**src/rtl/modcnt_pkg.sv**
```systemverilog
// modcnt_pkg: shared constants and helpers for the programmable mod-M counter.
//   DIR_UP / DIR_DOWN         : encoding of the 'up' direction input
//   MODE_FREERUN / MODE_ONESHOT : encoding of the 'oneshot' mode input
//   clamp_load()              : clamps a parallel-load value into [0, m-1]
package modcnt_pkg;

  localparam logic DIR_UP       = 1'b1;
  localparam logic DIR_DOWN     = 1'b0;
  localparam logic MODE_FREERUN = 1'b0;
  localparam logic MODE_ONESHOT = 1'b1;

  // Helper width; callers zero-extend into it and cast the result back down,
  // so counters up to 32 bits wide are supported.
  localparam int CLAMP_W = 32;

  // A load at or beyond the modulus lands on the last legal count instead.
  function automatic logic [CLAMP_W-1:0] clamp_load(input logic [CLAMP_W-1:0] val,
                                                    input logic [CLAMP_W-1:0] m);
    logic [CLAMP_W-1:0] res;
    if (val >= m) begin
      res = m - 32'd1;
    end else begin
      res = val;
    end
    return res;
  endfunction

endpackage

```
**src/rtl/mod_m_counter_prog_chk.sv**
```systemverilog
// mod_m_counter_prog_chk: invariant checks for mod_m_counter_prog.
//   clk, reset : counter clock and reset
//   q, m_cur   : current count and modulus in effect
// The count must always stay below a non-zero modulus outside reset.
module mod_m_counter_prog_chk #(
  parameter int N = 16
) (
  input logic         clk,
  input logic         reset,
  input logic [N-1:0] q,
  input logic [N-1:0] m_cur
);

  a_q_below_mod: assert property (@(posedge clk) disable iff (reset)
    (q < m_cur) && (m_cur != {N{1'b0}}));

endmodule

```
**src/rtl/sat_counter.sv**
```systemverilog
// sat_counter: W-bit up counter that sticks at its maximum value.
//   clk   : rising-edge clock
//   reset : asynchronous active-high reset (count -> 0)
//   clear : synchronous clear, wins over inc
//   inc   : increment request
//   count : registered count value
module sat_counter #(
  parameter int W = 8
) (
  input  logic         clk,
  input  logic         reset,
  input  logic         clear,
  input  logic         inc,
  output logic [W-1:0] count
);

  localparam logic [W-1:0] CNT_MAX = {W{1'b1}};
  localparam logic [W-1:0] CNT_ONE = W'(1);

  logic [W-1:0] count_r;

  // Count register: clear, saturating increment, otherwise hold.
  always_ff @(posedge clk or posedge reset) begin
    if (reset) begin
      count_r <= {W{1'b0}};
    end else if (clear) begin
      count_r <= {W{1'b0}};
    end else if (inc && (count_r != CNT_MAX)) begin
      count_r <= count_r + CNT_ONE;
    end else begin
      count_r <= count_r;
    end
  end

  assign count = count_r;

endmodule

```
**src/rtl/mod_m_counter_prog.sv**
```systemverilog
// mod_m_counter_prog: mod-M counter with runtime-programmable modulus.
//   clk, reset     : clock, asynchronous active-high reset
//   en, up         : count enable, direction (1 = up)
//   clr            : synchronous restart (also clears done/wraps)
//   ld, ld_val     : synchronous parallel load, clamped below the modulus
//   mod_we, mod_in : stage a new modulus (0 is ignored)
//   oneshot        : 1 = stop at terminal count, 0 = wrap
//   q, m_cur       : current count, modulus in effect
//   tick           : terminal event this cycle (combinational)
//   done, wraps    : one-shot finished flag, saturating tick count
module mod_m_counter_prog
  import modcnt_pkg::*;
#(
  parameter int N = 16,
  parameter int M = 10,
  parameter int W = 8
) (
  input  logic         clk,
  input  logic         reset,
  input  logic         en,
  input  logic         up,
  input  logic         clr,
  input  logic         ld,
  input  logic [N-1:0] ld_val,
  input  logic         mod_we,
  input  logic [N-1:0] mod_in,
  input  logic         oneshot,
  output logic [N-1:0] q,
  output logic [N-1:0] m_cur,
  output logic         tick,
  output logic         done,
  output logic [W-1:0] wraps
);

  localparam logic [N-1:0] ZERO  = {N{1'b0}};
  localparam logic [N-1:0] ONE   = N'(1);
  localparam logic [N-1:0] M_RST = N'(M);

  logic [N-1:0] q_r, q_s;
  logic [N-1:0] m_cur_r, m_cur_s;
  logic [N-1:0] pending_r, pending_s;
  logic         pend_valid_r, pend_valid_s;
  logic         done_r, done_s;

  logic [N-1:0] m_new_s;
  logic [N-1:0] restart_s;
  logic [N-1:0] ld_clamp_s;
  logic         term_s;
  logic         tick_s;
  logic         mod_ok_s;
  logic         apply_s;

  // Terminal detection, tick and the modulus that a restart would use.
  always_comb begin
    m_new_s    = pend_valid_r ? pending_r : m_cur_r;
    restart_s  = (up == DIR_UP) ? ZERO : (m_new_s - ONE);
    ld_clamp_s = N'(clamp_load(32'(ld_val), 32'(m_cur_r)));
    if (up == DIR_DOWN) begin
      term_s = (q_r == ZERO);
    end else begin
      term_s = (q_r == (m_cur_r - ONE));
    end
    tick_s   = en & term_s & ~clr & ~ld & ~done_r;
    mod_ok_s = mod_we & (mod_in != ZERO);
    // Staged modulus is consumed only at a restart or a free-run wrap.
    apply_s  = clr | (tick_s & (oneshot == MODE_FREERUN));
  end

  // Next-state for count, modulus in effect and one-shot flag.
  always_comb begin
    q_s     = q_r;
    m_cur_s = m_cur_r;
    done_s  = done_r;
    if (clr) begin
      q_s     = restart_s;
      m_cur_s = m_new_s;
      done_s  = 1'b0;
    end else if (ld) begin
      q_s    = ld_clamp_s;
      done_s = 1'b0;
    end else if (tick_s) begin
      if (oneshot == MODE_ONESHOT) begin
        done_s = 1'b1;
      end else begin
        q_s     = restart_s;
        m_cur_s = m_new_s;
      end
    end else if (en && !done_r && !term_s) begin
      q_s = (up == DIR_UP) ? (q_r + ONE) : (q_r - ONE);
    end else begin
      q_s = q_r;
    end
  end

  // Next-state for the staged modulus; a write on an apply cycle is kept for the next one.
  always_comb begin
    pending_s    = pending_r;
    pend_valid_s = pend_valid_r;
    if (apply_s) begin
      pend_valid_s = mod_ok_s;
      pending_s    = mod_ok_s ? mod_in : pending_r;
    end else if (mod_ok_s) begin
      pend_valid_s = 1'b1;
      pending_s    = mod_in;
    end else begin
      pend_valid_s = pend_valid_r;
    end
  end

  // State registers.
  always_ff @(posedge clk or posedge reset) begin
    if (reset) begin
      q_r          <= ZERO;
      m_cur_r      <= M_RST;
      pending_r    <= M_RST;
      pend_valid_r <= 1'b0;
      done_r       <= 1'b0;
    end else begin
      q_r          <= q_s;
      m_cur_r      <= m_cur_s;
      pending_r    <= pending_s;
      pend_valid_r <= pend_valid_s;
      done_r       <= done_s;
    end
  end

  sat_counter #(.W(W)) u_wraps (
    .clk   (clk),
    .reset (reset),
    .clear (clr),
    .inc   (tick_s),
    .count (wraps)
  );

  mod_m_counter_prog_chk #(.N(N)) u_chk (
    .clk   (clk),
    .reset (reset),
    .q     (q_r),
    .m_cur (m_cur_r)
  );

  assign q     = q_r;
  assign m_cur = m_cur_r;
  assign tick  = tick_s;
  assign done  = done_r;

endmodule

```
**config.mk**
```make
export PLATFORM = sky130hd
export DESIGN_NAME = mod_m_counter_prog
export DESIGN_NICKNAME = d
export VERILOG_FILES = /design/src/rtl/modcnt_pkg.sv /design/src/rtl/mod_m_counter_prog_chk.sv /design/src/rtl/sat_counter.sv /design/src/rtl/mod_m_counter_prog.sv
export SDC_FILE = /design/constraint.sdc
export NUM_CORES = 1
export LEC_CHECK = 0
export CAP_MARGIN = 20
export CORE_MARGIN = 3
export CORE_UTILIZATION = 55
export CTS_CLUSTER_SIZE = 16
export DETAILED_ROUTE_END_ITERATION = 6
export PLACE_DENSITY = 0.81
export SYNTH_ARGS = -nofsm -noshare
export SYNTH_HDL_FRONTEND = slang
export SYNTH_SLANG_ARGS = --single-unit
```
**constraint.sdc**
```tcl
create_clock -name clk -period 4.9 [get_ports clk]
set_input_delay 0.735 -clock clk [delete_from_list [all_inputs] [get_ports clk]]
set_output_delay 0.735 -clock clk [all_outputs]
set_load 0.01 [all_outputs]
```
==> results of run 1 <==
cell usage after synthesis (3+ instances only):
master / count / area [sq um]
a211o_1: 4 / 35.03
a21o_1: 14 / 105.1
a21oi_1: 37 / 185.2
a311oi_1: 13 / 113.9
a31oi_1: 8 / 50.05
and2_1: 3 / 18.77
and3_1: 3 / 18.77
buf_1: 3 / 11.26
buf_2: 5 / 25.02
clkbuf_1: 19 / 71.32
dfrtp_1: 54 / 1351
dfstp_2: 4 / 105.1
ha_1: 33 / 412.9
inv_1: 36 / 135.1
mux2_2: 21 / 236.5
mux2_4: 10 / 150.1
mux2i_1: 34 / 340.3
nand2_1: 22 / 82.58
nand2b_1: 10 / 62.56
nand3_1: 14 / 70.07
nand4_1: 11 / 68.82
nor2_1: 49 / 183.9
nor2b_1: 9 / 56.30
nor3_1: 21 / 105.1
nor3b_1: 6 / 45.04
nor4_1: 13 / 81.33
o211ai_1: 3 / 22.52
o21ai_0: 17 / 85.08
o22ai_1: 12 / 75.07
or3_1: 6 / 37.54
or4_1: 3 / 22.52
xnor2_1: 40 / 350.3
xor2_1: 16 / 140.1
critical path: stages, from the launching register on:
cell and delay [ns]:
dfrtp_2 0.48, inv_1 0.14, ha_1 0.24, or4b_1 0.51, or4_4 0.54, o21ai_2 0.08, nand4_1 0.16, a2111oi_4 0.41
a21oi_4 0.17, nand2b_4 0.27, nor2_1 0.13, clkdlybuf4s50_1 0.54
report_power, final:
| group | leakage [nW] | internal (mW) | switching (mW) |
|---|---|---|---|
| clock | 0.117 | 0.314 | 0.201 |
| combinational | 1.98 | 0.568 | 0.575 |
| sequential | 0.701 | 0.560 | 0.191 |
logic make-up (layout without fill, tap and decap cells):
| family | count (synthesis) | in the layout | synth area share, % |
|---|---|---|---|
| xor gates and xnor gates | 57 | 57 | 9.600 |
| buffers and inverters | 67 | 143 | 5.245 |
| AOI/OAI and AO/OA | 133 | 133 | 16.60 |
| DFF | 58 | 58 | 27.25 |
| muxes | 66 | 66 | 13.81 |
| and+or+nand+nor | 186 | 187 | 19.39 |
| adders and majority gates | 34 | 34 | 8.101 |
final timing paths:
check | start | endpoint | slack, ns | cells past startpoint
max reg2reg | m_cur[0] | q[15] | 1.01 | 10
min in group asynchronous | reset | pending_r[0] | 0.94 | 3
max | m_cur[0] | tick | 0.16 | 11
max in group asynchronous | reset | m_cur[0] | 3.45 | 3
min reg2reg | pending_r[0] | pending_r[0] | 0.54 | 1
min | pending_r[0] | pending_r[0] | 0.54 | 1
state kept, by name (all words and copies together) (netlist names):
signal         count
done               1
pending_r         16
pend_valid_r       1
u_wraps.count      8
q                 16
m_cur             16
repair_timing:
action	in CTS	in global routing
resized for setup	1	4
endpoints found under the setup margin	1	1
hold buffers	0	0
gates cloned	0	1
pin swaps	0	1
area by class of cell:
cell class                      count  area, sq um  share of cell area [%]
Multi-Input combinational cell    477         3652                   56.01
Timing Repair Buffer               91        885.9                   13.58
Inverter                           36        135.1                   2.072
Clock inverter                      4        73.82                   1.132
Tap cell                          129        161.4                   2.475
Clock buffer                       12        155.1                   2.379
Sequential cell                    58         1458                   22.35
metal layers:
layer	up-vias	track usage [%]	wire, um
met4	0	9.560	386
met5	-	0	0
met2	179	46.36	7580
met1	2398	36.31	6600
met3	34	4.262	837
li1	2345	-	-
==> flow_summary.toml, run 1 <==
[setup_path]
cp_max_fo = 10
setup.worst_path.start_class = "flop"
crit_arrival_ns = 4.00
worstSetupPathType = "reg -> out"
end_kind = "primary output"
worstPathRequired_ns = 4.16

[die]
die_w_um = 104.6
ios = 82
die_area_sq_um = 10930
die_y_um = 104.6
start_util_pct = 57.29
core_area_sq_um = 9328
num_rows = 35

[logic_synthesis]
async_flop_share_pct = 100.0
synth_nets = 675
synth_ff_type = "dfrtp_1"
syn_inst = 601
yosysSeqAreaShare_pct = 27.25
ys_ff_latch = 58
synth_edf_count = 0
ys_types = 67
avgSynthCellArea_sq_um = 8.892
yosysWarnings = 0
synthesis.area_sq_um = 5344

[run]
drv_cap = 0

[timing]
finClkSkew_ns = 0.01088
setup_slack_ns = 0.1640
fmax_ghz = 0.2111
whs_ns = 0.5370
fin_crit_ns = 4.736
rsz0062_at_grt = "false"
finalHoldViolCount = 0
report.final.slew_viol_count = 0
relSlewSlack_pct = 44.46
worst_pin_slew_ns = 0.8331
setup_viol = 0
period_share_pct = 96.65
timing.setup.tns_ns = 0

[layout]
layout_commonest_cell = "clkdlybuf4s50_1"
fin_area_sq_um = 6521
final_core_util_pct = 69.91
nets = 747
layout.cells.non_filler = 807
diodes = 0
drive_gt1_share_pct = 11.95
fill_cells = 775
final_cell_mix = "clkdlybuf4s50_1 (81), dfrtp_1 (53), nor2_1 (49)"
area_growth_syn_to_layout_pct = 22.03

[route]
drtPass1Iterations = 5
drc_errors = 0
ant_nets = 0
vias = 4956
avgViaCountPerCell = 6.141
first_iter_violations = 347
wl_per_cell_um = 19.09
routed_wirelength_mm = 15.41

[global_routing]
antenna_found_initial = 0
grt_overflow = 0
gr-usage-all-layers_pct = 27.62
grt_start_max_net_pins = 59
grt_pass1_vias = 4861
grt_pass1_wl_mm = 24.72

[clock_network]
clk_pin_slew_ns = 0.07
clockBufferDepth = 2
clock_latency_ns = 0.34
cts_setup_buffers = 0
cts_root_buffer = "clkbuf_8"
numCtsBuffers = 9
cts_max_level = 3
cts_tree = "built"
cts.sinks = 58

[placement]
io_buffers = 81
place_area_sq_um = 6250
dp_cells = 790
post-place-ws_ns = 0.3245
hpwl_mm = 11.69
gp_congestion = 0.9385

[hold_path]
min_path_type = "reg -> reg"

[pwr]
p_total_mw = 2.410
leakagePower_nw = 2.796
power_density_nw_per_um2 = 369.5
ir_drop_v = 0.0002189

[status]
status = "finished, final reports clean"
No activity file was read; power rests on OpenSTA's default activity.
==> run 2, diff against run 1 <==
--- a/config.mk
+++ b/config.mk
@@ -7,10 +7,11 @@
 export LEC_CHECK = 0
 export CAP_MARGIN = 20
 export CORE_MARGIN = 3
-export CORE_UTILIZATION = 55
+export CORE_UTILIZATION = 50
 export CTS_CLUSTER_SIZE = 16
 export DETAILED_ROUTE_END_ITERATION = 6
-export PLACE_DENSITY = 0.81
+export PLACE_DENSITY = 0.75
+export SLEW_MARGIN = 20
 export SYNTH_ARGS = -nofsm -noshare
 export SYNTH_HDL_FRONTEND = slang
 export SYNTH_SLANG_ARGS = --single-unit
==> run 2 against run 1 <==
Effect of this change: global-route usage decreased by 2.5 points; register-to-register slack about the same; fmax increased by 0.91%; clock skew decreased by 0.0024 ns; first-iteration DRC count decreased by 1.4%; routed wire length decreased by 2.8%; utilization decreased by 7.1 points; final cell count increased by 0.99%; largest cell class unchanged.
==> flow_summary.toml, run 2 (synthesized netlist as in run 1, its figures left out) <==
[setup_path]
crit_arrival_ns = 3.96
r2r_cells = 11
rrSetupSlack_ns = 1.00
end_kind = "primary output"
r2r-start = "m_cur[1]"
setup.worst_path.start_class = "flop"
cp_max_fo = 10
r2r-end = "u_wraps.count[7]"
worstSetupPathType = "reg -> out"
worstPathRequired_ns = 4.16

[layout]
layout_commonest_cell = "clkdlybuf4s50_1"
final_cell_mix = "clkdlybuf4s50_1 (81), dfrtp_1 (54), nor2_1 (49)"
fill_cells = 879
nets = 748
multi_input_area_sq_um = 3638
layout.cells.non_filler = 815
drive_gt1_share_pct = 12.08
area_growth_syn_to_layout_pct = 21.84
fin_area_sq_um = 6511
diodes = 0
seqCellArea_sq_um = 1456

[clock_network]
cts_tree = "built"
cts_root_buffer = "clkbuf_8"
cts.sinks = 58
clk_pin_slew_ns = 0.07
cts_max_level = 3
clock_latency_ns = 0.35
cts_setup_buffers = 0
numCtsBuffers = 9
clockBufferDepth = 2

[route]
ant_nets = 0
routed_wirelength_mm = 14.98
drc_errors = 0
first_iter_violations = 342
drtPass1Iterations = 7
wl_per_cell_um = 18.38
vias = 4953
avgViaCountPerCell = 6.077

[pwr]
power.share.sequential_pct = 31.1
switchingPower_uw = 969.7
power_density_nw_per_um2 = 366.1
ir_drop_v = 0.0001606
leakagePower_nw = 2.786
p_int_mw = 1.414
combinationalPowerShare_pct = 47.8
swShare_pct = 40.68
clkPwrFrac_pct = 21.1

[timing]
report.final.slew_viol_count = 0
setup_viol = 0
fmax_ghz = 0.2131
whs_ns = 0.5275
fin_crit_ns = 4.693
worst_pin_slew_ns = 0.8323
period_share_pct = 95.78
timing.setup.tns_ns = 0
finalHoldViolCount = 0
setup_slack_ns = 0.2068
rsz0062_at_grt = "false"
finClkSkew_ns = 0.008433
relSlewSlack_pct = 44.51

[hold_path]
min_path_type = "reg -> reg"
hold_path_end = "pending_r[0]"
holdPathStages = 1
hp-start = "pending_r[0]"

[die]
start_util_pct = 51.53
num_rows = 37
core_area_sq_um = 10370
die_area_sq_um = 11960
die_w_um = 109.4
die_y_um = 109.4
ios = 82

[status]
status = "finished, final reports clean"

[placement]
hpwl_mm = 11.28
gp_congestion = 0.9501
place_area_sq_um = 6266
dp_cells = 798
post-place-ws_ns = 0.4581
io_buffers = 81

[global_routing]
antenna_found_initial = 0
gr-usage-all-layers_pct = 25.08
grt_overflow = 0
grt_start_max_net_pins = 59
grt_pass1_wl_mm = 23.42
grt_pass1_vias = 4547

[run]
drv_cap = 0
==> run 2: changes by cell type in the layout (fill, tap and decap cells not counted) <==
cell,delta
nor3b_4,-1
clkbuf_1,-1
a21oi_2,+1
clkbuf_8,-2
dfrtp_2,-1
nor3b_2,+1
buf_4,+1
dfrtp_1,+1
a21oi_4,-1
clkinv_2,+1
clkinvlp_4,+2
==> run 2: per-layer routing <==
metal / part of all wire (%) / wire, um / track usage (%)
met4: 2.8 / 414 / 9.528
met5: 0 / 0 / 0
met1: 45 / 6725 / 34.41
met2: 47 / 7016 / 39.76
met3: 5.5 / 824 / 3.993
==> run 2: critical path, cell delays in order (launching register included) <==
cell and delay, ns:
dfstp_2 0.42, inv_1 0.11, ha_1 0.23, or4b_1 0.51, or4_4 0.53, o21ai_2 0.07
nand4_1 0.14, a2111oi_4 0.42, a21oi_2 0.22, nand2b_4 0.27, nor2_1 0.13, clkdlybuf4s50_1 0.54
==> run 2: metrics by stage <==
| step | util, % | power (mW) |
|---|---|---|
| after floorplan | - | 1.478 |
| after global placement | 60.42 | 1.833 |
| after detailed placement | 60.42 | 1.862 |
| after CTS | 62.52 | 2.372 |
| after global routing | 62.79 | 2.533 |
| final | 62.79 | 2.384 |
==> run 2: power groups by stage <==
stage | combinational, mW | sequential [mW] | clock, mW
after floorplan | 0.786 | 0.693 | 0
after global placement | 1.09 | 0.739 | 0
after detailed placement | 1.11 | 0.747 | 0
after CTS | 1.12 | 0.738 | 0.511
after global routing | 1.25 | 0.755 | 0.532
final | 1.14 | 0.741 | 0.502
==> run 2: worst max-delay path by stage <==
| stage | from | to | slack (ns) | cells after the start |
|---|---|---|---|---|
| final | m_cur[1] | tick | 0.21 | 11 |
| after global routing | m_cur[1] | tick | 0.05 | 11 |
| after CTS | m_cur[1] | tick | 0.07 | 11 |
| after detailed placement | m_cur[1] | tick | 0.46 | 11 |
| after global placement | m_cur[1] | tick | 0.56 | 11 |
| after floorplan | m_cur[0] | tick | 0.97 | 12 |
==> run 2: layout make-up <==
| cell class | count | share of cell area (%) |
|---|---|---|
| clock buffers | 9 | 1.902 |
| clock inverters | 7 | 1.441 |
| inverters | 36 | 2.075 |
| multi-input cells | 477 | 55.88 |
| flip-flops and latches | 58 | 22.37 |
| well taps | 136 | 2.613 |
| repair buffers | 92 | 13.72 |
==> run 2: repair_timing <==
| item | in CTS | in global routing |
|---|---|---|
| endpoints found under the hold margin | 0 | 0 |
| hold buffers | 0 | 0 |
| resized for setup | 0 | 2 |
| setup endpoints to repair | 0 | 1 |
==> run 3, diff against run 2 <==
--- a/config.mk
+++ b/config.mk
@@ -6,9 +6,7 @@
 export NUM_CORES = 1
 export LEC_CHECK = 0
 export CAP_MARGIN = 20
-export CORE_MARGIN = 3
 export CORE_UTILIZATION = 50
-export CTS_CLUSTER_SIZE = 16
 export DETAILED_ROUTE_END_ITERATION = 6
 export PLACE_DENSITY = 0.75
 export SLEW_MARGIN = 20
==> run 3 against run 2 <==
Effect of this change: register-to-register slack improved by 0.02 ns; critical path depth did not move; worst hold slack improved by 0.026 ns; combinational power barely moved; via count fell by 0.42%; cell area fell by 0.12%; first-iteration DRC count fell by 2.3%; sequential power barely moved; fmax fell by 0.39%; utilization rose by 0.21 points; clock skew rose by 0.0064 ns; highest routed layer unchanged.
==> flow_summary.toml, run 3 (synthesized netlist as in run 1, its figures left out) <==
[global_routing]
antenna_found_initial = 0
gr-usage-all-layers_pct = 28.26
grt_overflow = 0
grt_pass1_wl_mm = 24.50
grt_pass1_vias = 4864
grt_start_max_net_pins = 59

[setup_path]
crit_arrival_ns = 3.98
r2r-start = "m_cur[0]"
r2r-end = "u_wraps.count[7]"
critical_path.startpoint = "m_cur[0]"
endpoint = "tick"
worstPathRequired_ns = 4.16
max_stage_delay_ns = 0.55
rrSetupSlack_ns = 1.02
worstSetupPathType = "reg -> out"
r2r_cells = 11
cp_max_fo = 10
cpMaxStageDelayCell = "or4_4"
crit_chain = "inv_1 > ha_1 > or4b_1 > or4_4 > o21ai_2 > nand4_1 > a2111oi_4 > a21oi_4 > nand2b_4 > nor2_1 > clkdlybuf4s50_1"
setup.worst_path.start_class = "flop"
end_kind = "primary output"

[placement]
gp_congestion = 0.8893
io_buffers = 81
hpwl_mm = 11.48

[timing]
rsz0062_at_grt = "false"
fin_crit_ns = 4.712
relSlewSlack_pct = 49.75
timing.setup.tns_ns = 0
whs_ns = 0.5533
report.final.slew_viol_count = 0
fmax_ghz = 0.2122
worst_pin_slew_ns = 0.7537
finalHoldViolCount = 0
finClkSkew_ns = 0.01480
period_share_pct = 96.16
setup_viol = 0

[route]
avgViaCountPerCell = 6.037
wl_met1_mm = 6.680
wl_met3_um = 823
routed_wirelength_mm = 15.22
ant_nets = 0
wl_met2_mm = 7.229
highest_layer = "met4"
drtPass1Iterations = 5
wl_per_cell_um = 18.62
drc_errors = 0
vias = 4932
first_iter_violations = 334

[die]
num_rows = 37
ios = 82
die_area_sq_um = 11100
die_y_um = 105.4
start_util_pct = 51.76
die_w_um = 105.4
core_area_sq_um = 10320

[clock_network]
clockBufferDepth = 2
cts-hold-fix-buffers = 0
clock_latency_ns = 0.35
numCtsBuffers = 9
cts_root_buffer = "clkbuf_8"
cts_tree = "built"
clk_pin_slew_ns = 0.08
cts.sinks = 58
cts_max_level = 3

[layout]
area_growth_syn_to_layout_pct = 21.70
fill_cells = 886
seqCellArea_sq_um = 1458
layout_commonest_cell = "clkdlybuf4s50_1"
final_cell_mix = "clkdlybuf4s50_1 (81), dfrtp_1 (53), nor2_1 (49)"
multi_input_area_sq_um = 3646
drive_gt1_share_pct = 12.33
diodes = 0
nets = 750

[pwr]
ir_drop_v = 0.0001897
power_density_nw_per_um2 = 359.3
p_total_mw = 2.337
leakagePower_nw = 2.791

[run]
drv_cap = 0

[hold_path]
min_path_type = "reg -> reg"

[status]
status = "finished, final reports clean"
## run 3: cell count changes in the layout (fill, tap and decap cells not counted), sizes merged
cell / change
buf: +2
bufinv: -1
clkinvlp: -2
clkinv: +2
clkbuf: +1
## run 3: worst max-delay path: cells and delay by family (launching register included)
| family | cells | cell delay, ns |
|---|---|---|
| buf+inv | 2 | 0.66 |
| fa+ha+maj | 1 | 0.21 |
| simple gates | 5 | 1.59 |
| compound gates | 3 | 0.68 |
| flops | 1 | 0.48 |
## run 3: cell type report
cell class / count / share of cell area (%)
Tap cell: 136 / 2.616
Clock buffer: 10 / 1.962
Multi-Input combinational cell: 477 / 56.06
Clock inverter: 6 / 0.9042
Timing Repair Buffer: 94 / 13.97
Inverter: 36 / 2.078
Sequential cell: 58 / 22.41
## run 3: per-stage QoR
stage | setup slack [ns] | instances | utilization [%] | instance area, sq um
5_1_grt | 0.005862 | 817 | 63.00 | 6504
3_3_place_gp | 0.4783 | 799 | 60.77 | 6274
4_1_cts | 0.02079 | 815 | 62.70 | 6472
2_1_floorplan | 0.9685 | 601 | - | 5344
3_5_place_dp | 0.3305 | 799 | 60.77 | 6274
6_report | 0.1883 | 817 | 63.00 | 6504
## run 3: metal layers
layer / up-vias / global-route usage, %
li1: 2361 / -
met1: 2357 / 36.84
met2: 185 / 46.62
met3: 29 / 4.020
met4: 0 / 12.27
met5: - / 0
## run 3: worst min-delay path by stage
stage / from / slack (ns) / cells after the start / to
6_report: pending_r[14] / 0.55 / 1 / m_cur[14]
5_1_grt: pending_r[14] / 0.57 / 1 / m_cur[14]
3_5_place_dp: pending_r[14] / 0.54 / 1 / m_cur[14]
3_3_place_gp: pending_r[14] / 0.53 / 1 / m_cur[14]
4_1_cts: pending_r[14] / 0.55 / 1 / m_cur[14]
2_1_floorplan: pending_r[0] / 0.48 / 1 / pending_r[0]
## run 3: timing repair
item / 4_1_cts / 5_1_grt
setup endpoints to repair: 1 / 1
pin swaps: 0 / 1
setup buffers: 0 / 1
resized for setup: 1 / 3
endpoints found under the hold margin: 0 / 0
gates cloned: 0 / 1
## run 3: report_power, final
group / switching [mW] / internal [mW]
Sequential: 0.183 / 0.560
Clock: 0.212 / 0.232
Combinational: 0.577 / 0.573
